### src/rtl/hazard_pkg.sv
// Shared encodings for the pipeline hazard controller: Tuse/Tnew codes and
// forwarding-select values common to the D-stage and E-stage selectors.
package hazard_pkg;

    localparam int TUSE_NONE = 3;

    localparam int TNEW_E    = 0;
    localparam int TNEW_ALU  = 1;
    localparam int TNEW_LOAD = 2;

    typedef enum logic [1:0] {
        FWD_RF = 2'd0,
        FWD_W  = 2'd1,
        FWD_M  = 2'd2,
        FWD_E  = 2'd3
    } fwd_sel_e;

    // The E-stage operand muxes call "no forward" the pipelined value, not the RF.
    localparam fwd_sel_e FWD_PIPE = FWD_RF;

endpackage

### src/rtl/hazard_fwd_sel.sv
// Per-operand forwarding priority selector: youngest matching producer wins,
// and a producer whose result is not yet ready blocks older stages.
module hazard_fwd_sel
    import hazard_pkg::*;
#(
    parameter int REG_AW = 5,
    parameter int TW     = 2,
    parameter bit HAS_E  = 1'b1
) (
    input  logic [REG_AW-1:0] src,
    input  logic [REG_AW-1:0] e_a3,
    input  logic [TW-1:0]     e_tnew,
    input  logic [REG_AW-1:0] m_a3,
    input  logic [TW-1:0]     m_tnew,
    input  logic [REG_AW-1:0] w_a3,
    output logic [1:0]        sel
);

    always_comb begin
        // NOTE: every output of a combinational block gets a default first so no path leaves it unassigned and infers a latch.
        sel = FWD_RF;
        if (src == '0) begin
            sel = FWD_RF;
        end else if (HAS_E && (e_a3 == src)) begin
            sel = (e_tnew == '0) ? FWD_E : FWD_RF;
        end else if (m_a3 == src) begin
            sel = (m_tnew == '0) ? FWD_M : FWD_RF;
        end else if (w_a3 == src) begin
            sel = FWD_W;
        end
    end

endmodule

### src/rtl/hazard_ctrl.sv
// Central hazard controller: shadow pipeline of destinations and Tnew for
// E/M/W, D-stage stall/bubble decision and D/E forwarding selects.
module hazard_ctrl
    import hazard_pkg::*;
#(
    parameter int REG_AW = 5,
    parameter int TW     = 2,
    parameter int CNT_W  = 32
) (
    input  logic              clk,
    input  logic              reset,
    input  logic [REG_AW-1:0] D_rs,
    input  logic [REG_AW-1:0] D_rt,
    input  logic [TW-1:0]     D_Tuse_rs,
    input  logic [TW-1:0]     D_Tuse_rt,
    input  logic [REG_AW-1:0] D_A3,
    input  logic [TW-1:0]     D_Tnew,
    output logic              stall,
    output logic [1:0]        D_fwd_rs,
    output logic [1:0]        D_fwd_rt,
    output logic [1:0]        E_fwd_rs,
    output logic [1:0]        E_fwd_rt,
    output logic [CNT_W-1:0]  stall_cnt
);

    logic [REG_AW-1:0] e_a3_q, e_a3_d;
    logic [TW-1:0]     e_tnew_q, e_tnew_d;
    logic [REG_AW-1:0] e_rs_q, e_rs_d;
    logic [REG_AW-1:0] e_rt_q, e_rt_d;
    logic [REG_AW-1:0] m_a3_q, m_a3_d;
    logic [TW-1:0]     m_tnew_q, m_tnew_d;
    logic [REG_AW-1:0] w_a3_q, w_a3_d;
    logic [CNT_W-1:0]  stall_cnt_q, stall_cnt_d;

    logic hazard_rs, hazard_rt;

    // A D operand must wait while E or M holds its producer and the result
    // will not exist before the operand is consumed; W is always ready.
    always_comb begin
        hazard_rs = (D_rs != '0) && (D_Tuse_rs != TW'(TUSE_NONE)) &&
                    (((e_a3_q == D_rs) && (e_tnew_q > D_Tuse_rs)) ||
                     ((m_a3_q == D_rs) && (m_tnew_q > D_Tuse_rs)));
        hazard_rt = (D_rt != '0) && (D_Tuse_rt != TW'(TUSE_NONE)) &&
                    (((e_a3_q == D_rt) && (e_tnew_q > D_Tuse_rt)) ||
                     ((m_a3_q == D_rt) && (m_tnew_q > D_Tuse_rt)));
        stall     = hazard_rs | hazard_rt;
    end

    always_comb begin
        w_a3_d      = m_a3_q;
        m_a3_d      = e_a3_q;
        m_tnew_d    = (e_tnew_q == '0) ? '0 : e_tnew_q - 1'b1;
        e_a3_d      = D_A3;
        e_tnew_d    = D_Tnew;
        e_rs_d      = D_rs;
        e_rt_d      = D_rt;
        stall_cnt_d = stall_cnt_q;
        if (stall) begin
            e_a3_d   = '0;
            e_tnew_d = '0;
            e_rs_d   = '0;
            e_rt_d   = '0;
            if (stall_cnt_q != '1) begin
                stall_cnt_d = stall_cnt_q + 1'b1;
            end
        end
    end

    always_ff @(posedge clk) begin
        // NOTE: sequential state uses non-blocking assignments so every flop samples pre-edge values regardless of statement order.
        if (reset) begin
            e_a3_q      <= '0;
            e_tnew_q    <= '0;
            e_rs_q      <= '0;
            e_rt_q      <= '0;
            m_a3_q      <= '0;
            m_tnew_q    <= '0;
            w_a3_q      <= '0;
            stall_cnt_q <= '0;
        end else begin
            e_a3_q      <= e_a3_d;
            e_tnew_q    <= e_tnew_d;
            e_rs_q      <= e_rs_d;
            e_rt_q      <= e_rt_d;
            m_a3_q      <= m_a3_d;
            m_tnew_q    <= m_tnew_d;
            w_a3_q      <= w_a3_d;
            stall_cnt_q <= stall_cnt_d;
        end
    end

    assign stall_cnt = stall_cnt_q;

    hazard_fwd_sel #(.REG_AW(REG_AW), .TW(TW), .HAS_E(1'b1)) u_d_rs_sel (
        .src(D_rs), .e_a3(e_a3_q), .e_tnew(e_tnew_q),
        .m_a3(m_a3_q), .m_tnew(m_tnew_q), .w_a3(w_a3_q), .sel(D_fwd_rs)
    );

    hazard_fwd_sel #(.REG_AW(REG_AW), .TW(TW), .HAS_E(1'b1)) u_d_rt_sel (
        .src(D_rt), .e_a3(e_a3_q), .e_tnew(e_tnew_q),
        .m_a3(m_a3_q), .m_tnew(m_tnew_q), .w_a3(w_a3_q), .sel(D_fwd_rt)
    );

    // E-stage operands only look at M and W; the E producer is themselves.
    hazard_fwd_sel #(.REG_AW(REG_AW), .TW(TW), .HAS_E(1'b0)) u_e_rs_sel (
        .src(e_rs_q), .e_a3('0), .e_tnew('0),
        .m_a3(m_a3_q), .m_tnew(m_tnew_q), .w_a3(w_a3_q), .sel(E_fwd_rs)
    );

    hazard_fwd_sel #(.REG_AW(REG_AW), .TW(TW), .HAS_E(1'b0)) u_e_rt_sel (
        .src(e_rt_q), .e_a3('0), .e_tnew('0),
        .m_a3(m_a3_q), .m_tnew(m_tnew_q), .w_a3(w_a3_q), .sel(E_fwd_rt)
    );

endmodule

### config.mk
export PLATFORM = sky130hd
export DESIGN_NAME = hazard_ctrl
export DESIGN_NICKNAME = d
export VERILOG_FILES = /design/src/rtl/hazard_pkg.sv /design/src/rtl/hazard_fwd_sel.sv /design/src/rtl/hazard_ctrl.sv
export SDC_FILE = /design/constraint.sdc
export NUM_CORES = 1
export LEC_CHECK = 0
export BUFFER_PORTS_ARGS = -buffer_cell sky130_fd_sc_hd__buf_2
export CAP_MARGIN = 5
export CORE_AREA = 2 2 110 112
export DETAILED_ROUTE_END_ITERATION = 8
export DIE_AREA = 0 0 112 114
export PLACE_DENSITY = 0.57
export SETUP_SLACK_MARGIN = 0.05
export SLEW_MARGIN = 10
export SYNTH_ARGS = -nofsm -noshare
export SYNTH_HDL_FRONTEND = slang
export SYNTH_SLANG_ARGS = --single-unit
### constraint.sdc
create_clock -name clk -period 5.4 [get_ports clk]
set_input_delay 0.54 -clock clk [delete_from_list [all_inputs] [get_ports clk]]
set_output_delay 0.54 -clock clk [all_outputs]
set_load 0.02 [all_outputs]
# ---- Word level (Yosys, flattened, before mapping)
# Cells that the tools add are included.
# Widths: inputs -> output; s select.
dict set report totals {
  register_bits 61
  input_bits 23
  word_cells 65
}
dict set report op_classes {
  addsub 2
  order_cmp 4
  n_eq_ne 13
  muxes 16
  bitwise 1
  reduce_logical 21
}
# cell count
set ops {}
lappend ops {{$eq 5x5->1} 10}
lappend ops {{$add 32x1->32 const B} 1}
lappend ops {{$ne 32x32->1 const B} 1}
lappend ops {{$mux 2} 12}
lappend ops {{$logic_not 5->1} 4}
lappend ops {{$reduce_bool 5->1} 2}
lappend ops {{$gt 2x2->1} 4}
lappend ops {{$logic_and 1x1->1} 8}
lappend ops {{$logic_not 2->1} 2}
lappend ops {{$mux 1} 4}
lappend ops {{$ne 2x2->1 const B} 2}
lappend ops {{$reduce_or 2->1} 2}
lappend ops {{$logic_or 1x1->1} 2}
lappend ops {{$reduce_and 2->1} 1}
lappend ops {{$sub 2x1->2 const B} 1}
lappend ops {{$or 1x1->1} 1}

# ---- Logic depth before layout (Yosys ltp)
dict set report depth {
  word_depth 6
  depth_mapped 11
  depth_no_buf 9
}

# ---- By module
# A second synthesis with hierarchy kept.
dict set report unflattened {
  cells_unflattened 432
  hier_area_um2 3734.8
}
# mod n_inst cells_each area_per_inst_um2
set by_module_without_submodules {}
lappend by_module_without_submodules {hazard_ctrl 1 338 2999.1}
lappend by_module_without_submodules {{hazard_fwd_sel (u_d_rs_sel ...)} 2 30 230.2}
lappend by_module_without_submodules {{hazard_fwd_sel (u_e_rs_sel ...)} 2 17 137.6}

# ---- Worst setup path before layout
# Ideal clock, no wire load.
dict set report synth_path {
  path_kind {input -> output}
  from {input port D_rt[4]}
  to {output port D_fwd_rt[1]}
  t_arrival_ps 1941
  t_required_ps 4860
  path_slack_ps 2919
  stages 5
  path_buffers 0
  path_cell_list {xnor2_1 nand3_1 nor3_2 or4b_2 a21oi_1}
}
dict set report synth_via {
  elab_chain_len 4
  word_cells_on_any_way 6
  cone_classes {2 x eq/ne; 3 x mux; 1 x reduce/logical}
}
# item line
set synth_rtl {}
lappend synth_rtl {{from (decl)} hazard_ctrl.sv:13} ;# input logic [REG_AW-1:0] D_rt,
lappend synth_rtl {{$eq 5x5->1} hazard_fwd_sel.sv:26} ;# end else if (m_a3 == src) begin
lappend synth_rtl {{$mux 2} hazard_fwd_sel.sv:26}
lappend synth_rtl {{$mux 2} hazard_fwd_sel.sv:24} ;# end else if (HAS_E && (e_a3 == src)) begin
lappend synth_rtl {{$mux 2 (*)} hazard_fwd_sel.sv:22} ;# if (src == '0) begin
lappend synth_rtl {{to (decl)} hazard_ctrl.sv:20} ;# output logic [1:0] D_fwd_rt,
# Mark *: on every way between the ends. The rest lies on a longest branch, timed or not.

# ---- Final worst setup path
dict set report layout_path {
  from {input port D_rt[1]}
  to {output port stall}
}
dict set report layout_via {
  elab_chain_len 5
  word_cells_on_any_way 9
  cone_classes {2 x eq/ne; 1 x bitwise; 6 x reduce/logical}
}
# item line
set layout_rtl {}
lappend layout_rtl {{$eq 5x5->1 (on tied branches)} {hazard_ctrl.sv:44, hazard_ctrl.sv:45}}
lappend layout_rtl {{$logic_and 1x1->1 (on tied branches)} {hazard_ctrl.sv:44, hazard_ctrl.sv:45}}
lappend layout_rtl {{$logic_or 1x1->1} hazard_ctrl.sv:44} ;# (((e_a3_q == D_rt) && (e_tnew_q > D_Tuse_rt)) ||
lappend layout_rtl {{$logic_and 1x1->1 (*)} hazard_ctrl.sv:43} ;# hazard_rt = (D_rt != '0) && (D_Tuse_rt != TW'(TUSE_NONE)) &&
lappend layout_rtl {{$or 1x1->1 (*)} hazard_ctrl.sv:46} ;# stall = hazard_rs | hazard_rt;
lappend layout_rtl {{to (decl)} hazard_ctrl.sv:18} ;# output logic stall,
# Marked as above.

==> summary.md <==
| Metric | Value |
|---|---|
| Status | finished clean |
| Shortest period the worst path allows | 2.97 ns |
| EDFF count, synth | 0 |
| Vias in the first global route | 2,832 |
| Ys async rst share | 0% |
| Multiplexer share of the synthesized area | 0.332% |
| Critical path startpoint | D_rt[1] |
| Synth Area per Inst | 8.51 sq um |
| Fin nets | 485 |
| Cell Count, Final, Fillers Out | 604 |
| Post-synthesis simple-gate area fraction | 30.2% |
| Adder-Cell Fraction of Synth Area | 3.69% |
| CP arrival | 2.43 ns |
| DIE HEIGHT | 114 um |
| Worst Skew | 0.00521 ns |
| Postcts setup bufs | 0 |
| Die area | 12,800 sq um |
| Synth top area share | 36.0% |
| First-pass GRT wire length | 14.1 mm |
| DP HPWL | 6.16 mm |
| Min-Delay Path Class | primary input to register |
| # IOs | 64 |
| Synth Area in Compound Gates | 11.9% |
| CTS tree | built |
| Metal2 WL | 3.86 mm |
| Antenna violations before repair | 0 |
| M1 wire length | 4.06 mm |
| Leakage power total | 1.64 nW |
| H-tree depth | 3 |
| Number of hold buffers added after CTS | 0 |
| DRT iter0 DRCs | 211 |
| Fillers | 1,266 |
| Dpl cells | 588 |
| Most area-consuming cells after synthesis | dfxtp_1, xor2_1, a21oi_1 |
| Share of post-route cells with drive strength above 1 | 20.1% |
| RSZ-0062 raised after global routing | no |
| Primary FF master, synth | dfxtp_1 |
| Area of the core | 11,700 sq um |
| Top Metal Used | met4 |
| Peak VDD IR | 0.181 mV |
| GP Congestion | 0.874 |
| Hold path start | D_A3[3] |
| Worst r2r src | stall_cnt[0]$_SDFFE_PP0P_ |
| Cell area after placement | 3770 sq um |
| Register area share after synthesis | 36.0% |
| Max Clock Freq | 336 MHz |
| Total CTS buffers | 9 |
| Largest net degree at the start of global routing | 66 |
| Clock transition at path regs | 0.05 ns |
| Clk_lat worst skew | 0.33 ns |
| Seq. cell area | 1220 sq um |
| Rows | 40 |
| Crit-path slowest cell | and4_4 |
| Remaining global-route overflow | 0 |
| Synth warn | 0 |
| Clock Sink Count | 61 |
| Final setup vio count | 0 |
| Most common cell in the synthesized netlist | dfxtp_1 |
| WL met3 | 523 um |
| DR DRC count | 0 |
| Worst Path Max Fanout | 65 |
| Initial Utilization | 29.0% |
| Power, Total | 1.18 mW |
| Worst path required time | 4.86 ns |
| Slew margin rel. | 41.8% |
| Power per cell area | 289 nW/um^2 |
| Final hold viol count | 0 |
| Yosys reg bits | 61 |
| Dominant cell type by area after synthesis | dfxtp_1 |
| Root buffer cell | clkbuf_16 |
| Area of the multi-input gates | 2000 sq um |
| Slowest stage delay, CP | 0.60 ns |
| Die width | 112 um |
| Post-cts resize count | 0 |
| Period utilization | 55.1% |
| DR vias/cell | 4.96 |
| Syn Inst Count | 399 |
| Drt pass-1 iters | 4 |
| Max Transition Viols Final | 0 |
| Max cap viols | 0 |
| Worst setup SP type | primary input |
| Post-Syn Nets | 432 |
| N_diodes | 0 |
| Critical-path cell list | buf_2 > or4_1 > nor2_2 > a21oi_1 > nand3_1 > and4_4 > inv_1 > buf_2 |
| Worst slew pin tran | 0.872 ns |
| Yosys cell types | 40 |
| CP dominant cell by count | buf_2 |
| Largest family of logic cells by synthesized area | simple AND/OR/NAND/NOR gates |
| Setup CP Type | primary input to output port |
| DR WL/cell | 14.2 um |
| Routed Antenna Nets | 0 |
| Port Buffer Count | 63 |
| CP endpoint kind | output port |
| P&R area growth vs syn | 20.1% |
| Total number of vias | 2,997 |
| Post-synth top cells | dfxtp_1, a21oi_1, xor2_1 |
| Sum Neg Setup Slack | 0 ns |
| Post-Synthesis Cell Area | 3390 sq um |
| Register-to-Register Path Depth | 8 |
| GRT Util Overall | 13.8% |
| Worst Hold Depth | 2 |
| Clk buf depth | 2 |
| XOR/XNOR share of the synthesized area | 12.9% |
| R2r setup slk | 2.64 ns |
| Routed WL | 8.59 mm |
| Cell area after layout | 4080 sq um |
==> critical path: cells and delay by family <==
family | cells | cell delay, ns
compound gates | 1 | 0.07
simple gates | 4 | 1.40
buf+inv | 3 | 0.38
==> metal layers <==
metal / up-vias / GRT usage (%)
met1: 1359 / 17.8
met2: 86 / 22.4
met5: - / 0
li1: 1538 / -
met3: 14 / 3.93
met4: 0 / 4.63
==> report_power, final <==
group	internal, mW	total [mW]	leakage, nW	switching, mW
clock network	0.392	0.592	0.158	0.200
logic	0.0479	0.108	0.986	0.0602
registers	0.463	0.480	0.497	0.0171
==> registers in the layout, indices dropped and copies added (netlist names) <==
signal	count
e_rt_q	5
m_a3_q	5
stall_cnt	32
e_a3_q	5
m_tnew_q	2
w_a3_q	5
e_rs_q	5
e_tnew_q	2
==> through the flow <==
stage | hold slack (ns) | util (%) | setup WS, ns
floorplan | 0.401 | - | 2.92
global placement | 0.413 | 32.2 | 2.45
detailed placement | 0.416 | 32.2 | 2.43
CTS | 0.398 | 34.8 | 2.43
global route | 0.408 | 34.8 | 2.30
finish | 0.407 | 34.8 | 2.43
==> layout make-up <==
cell class | instances | area share (%)
Clock buffer | 12 | 6.54
Clock inverter | 4 | 1.10
Inverter | 11 | 1.01
Multi-Input combinational cell | 306 | 49.2
Sequential cell | 61 | 29.9
Tap cell | 147 | 4.51
Timing Repair Buffer | 63 | 7.73
==> worst paths after layout <==
kind | end
max reg2reg | stall_cnt[22]$_SDFFE_PP0P_
min reg2reg | m_tnew_q[0]$_SDFF_PP0_
max | stall
min | e_a3_q[3]$_SDFF_PP0_
==> layout by cell type, fill, tap and decap left out, drive strengths merged <==
cell	instances
buf	63
dfxtp	61
a21oi	43
xor2	26
o21ai	25
xnor2	24
or3	24
nand3	23
and2	18
nor2	16
nand4	14
nand2	13
clkbuf	12
nor3	12
inv	11
nor2b	11
and3	10
ha	10
or4	9
nor4	8
and4	5
o31ai	4
clkinv	3
nand3b	2
a31oi	1
or4b	1
nand2b	1
and2b	1
o41ai	1
mux2	1
o31a	1
o21ba	1
nand4bb	1
bufinv	1
==> logic make-up after synthesis <==
| logic type | after synthesis |
|---|---|
| simple gates | 169 |
| compound gates | 76 |
| flops | 61 |
| xor+xnor | 50 |
| buf+inv | 32 |
| fa+ha+maj | 10 |
| mux | 1 |
No activity file was read; power rests on OpenSTA's default activity.
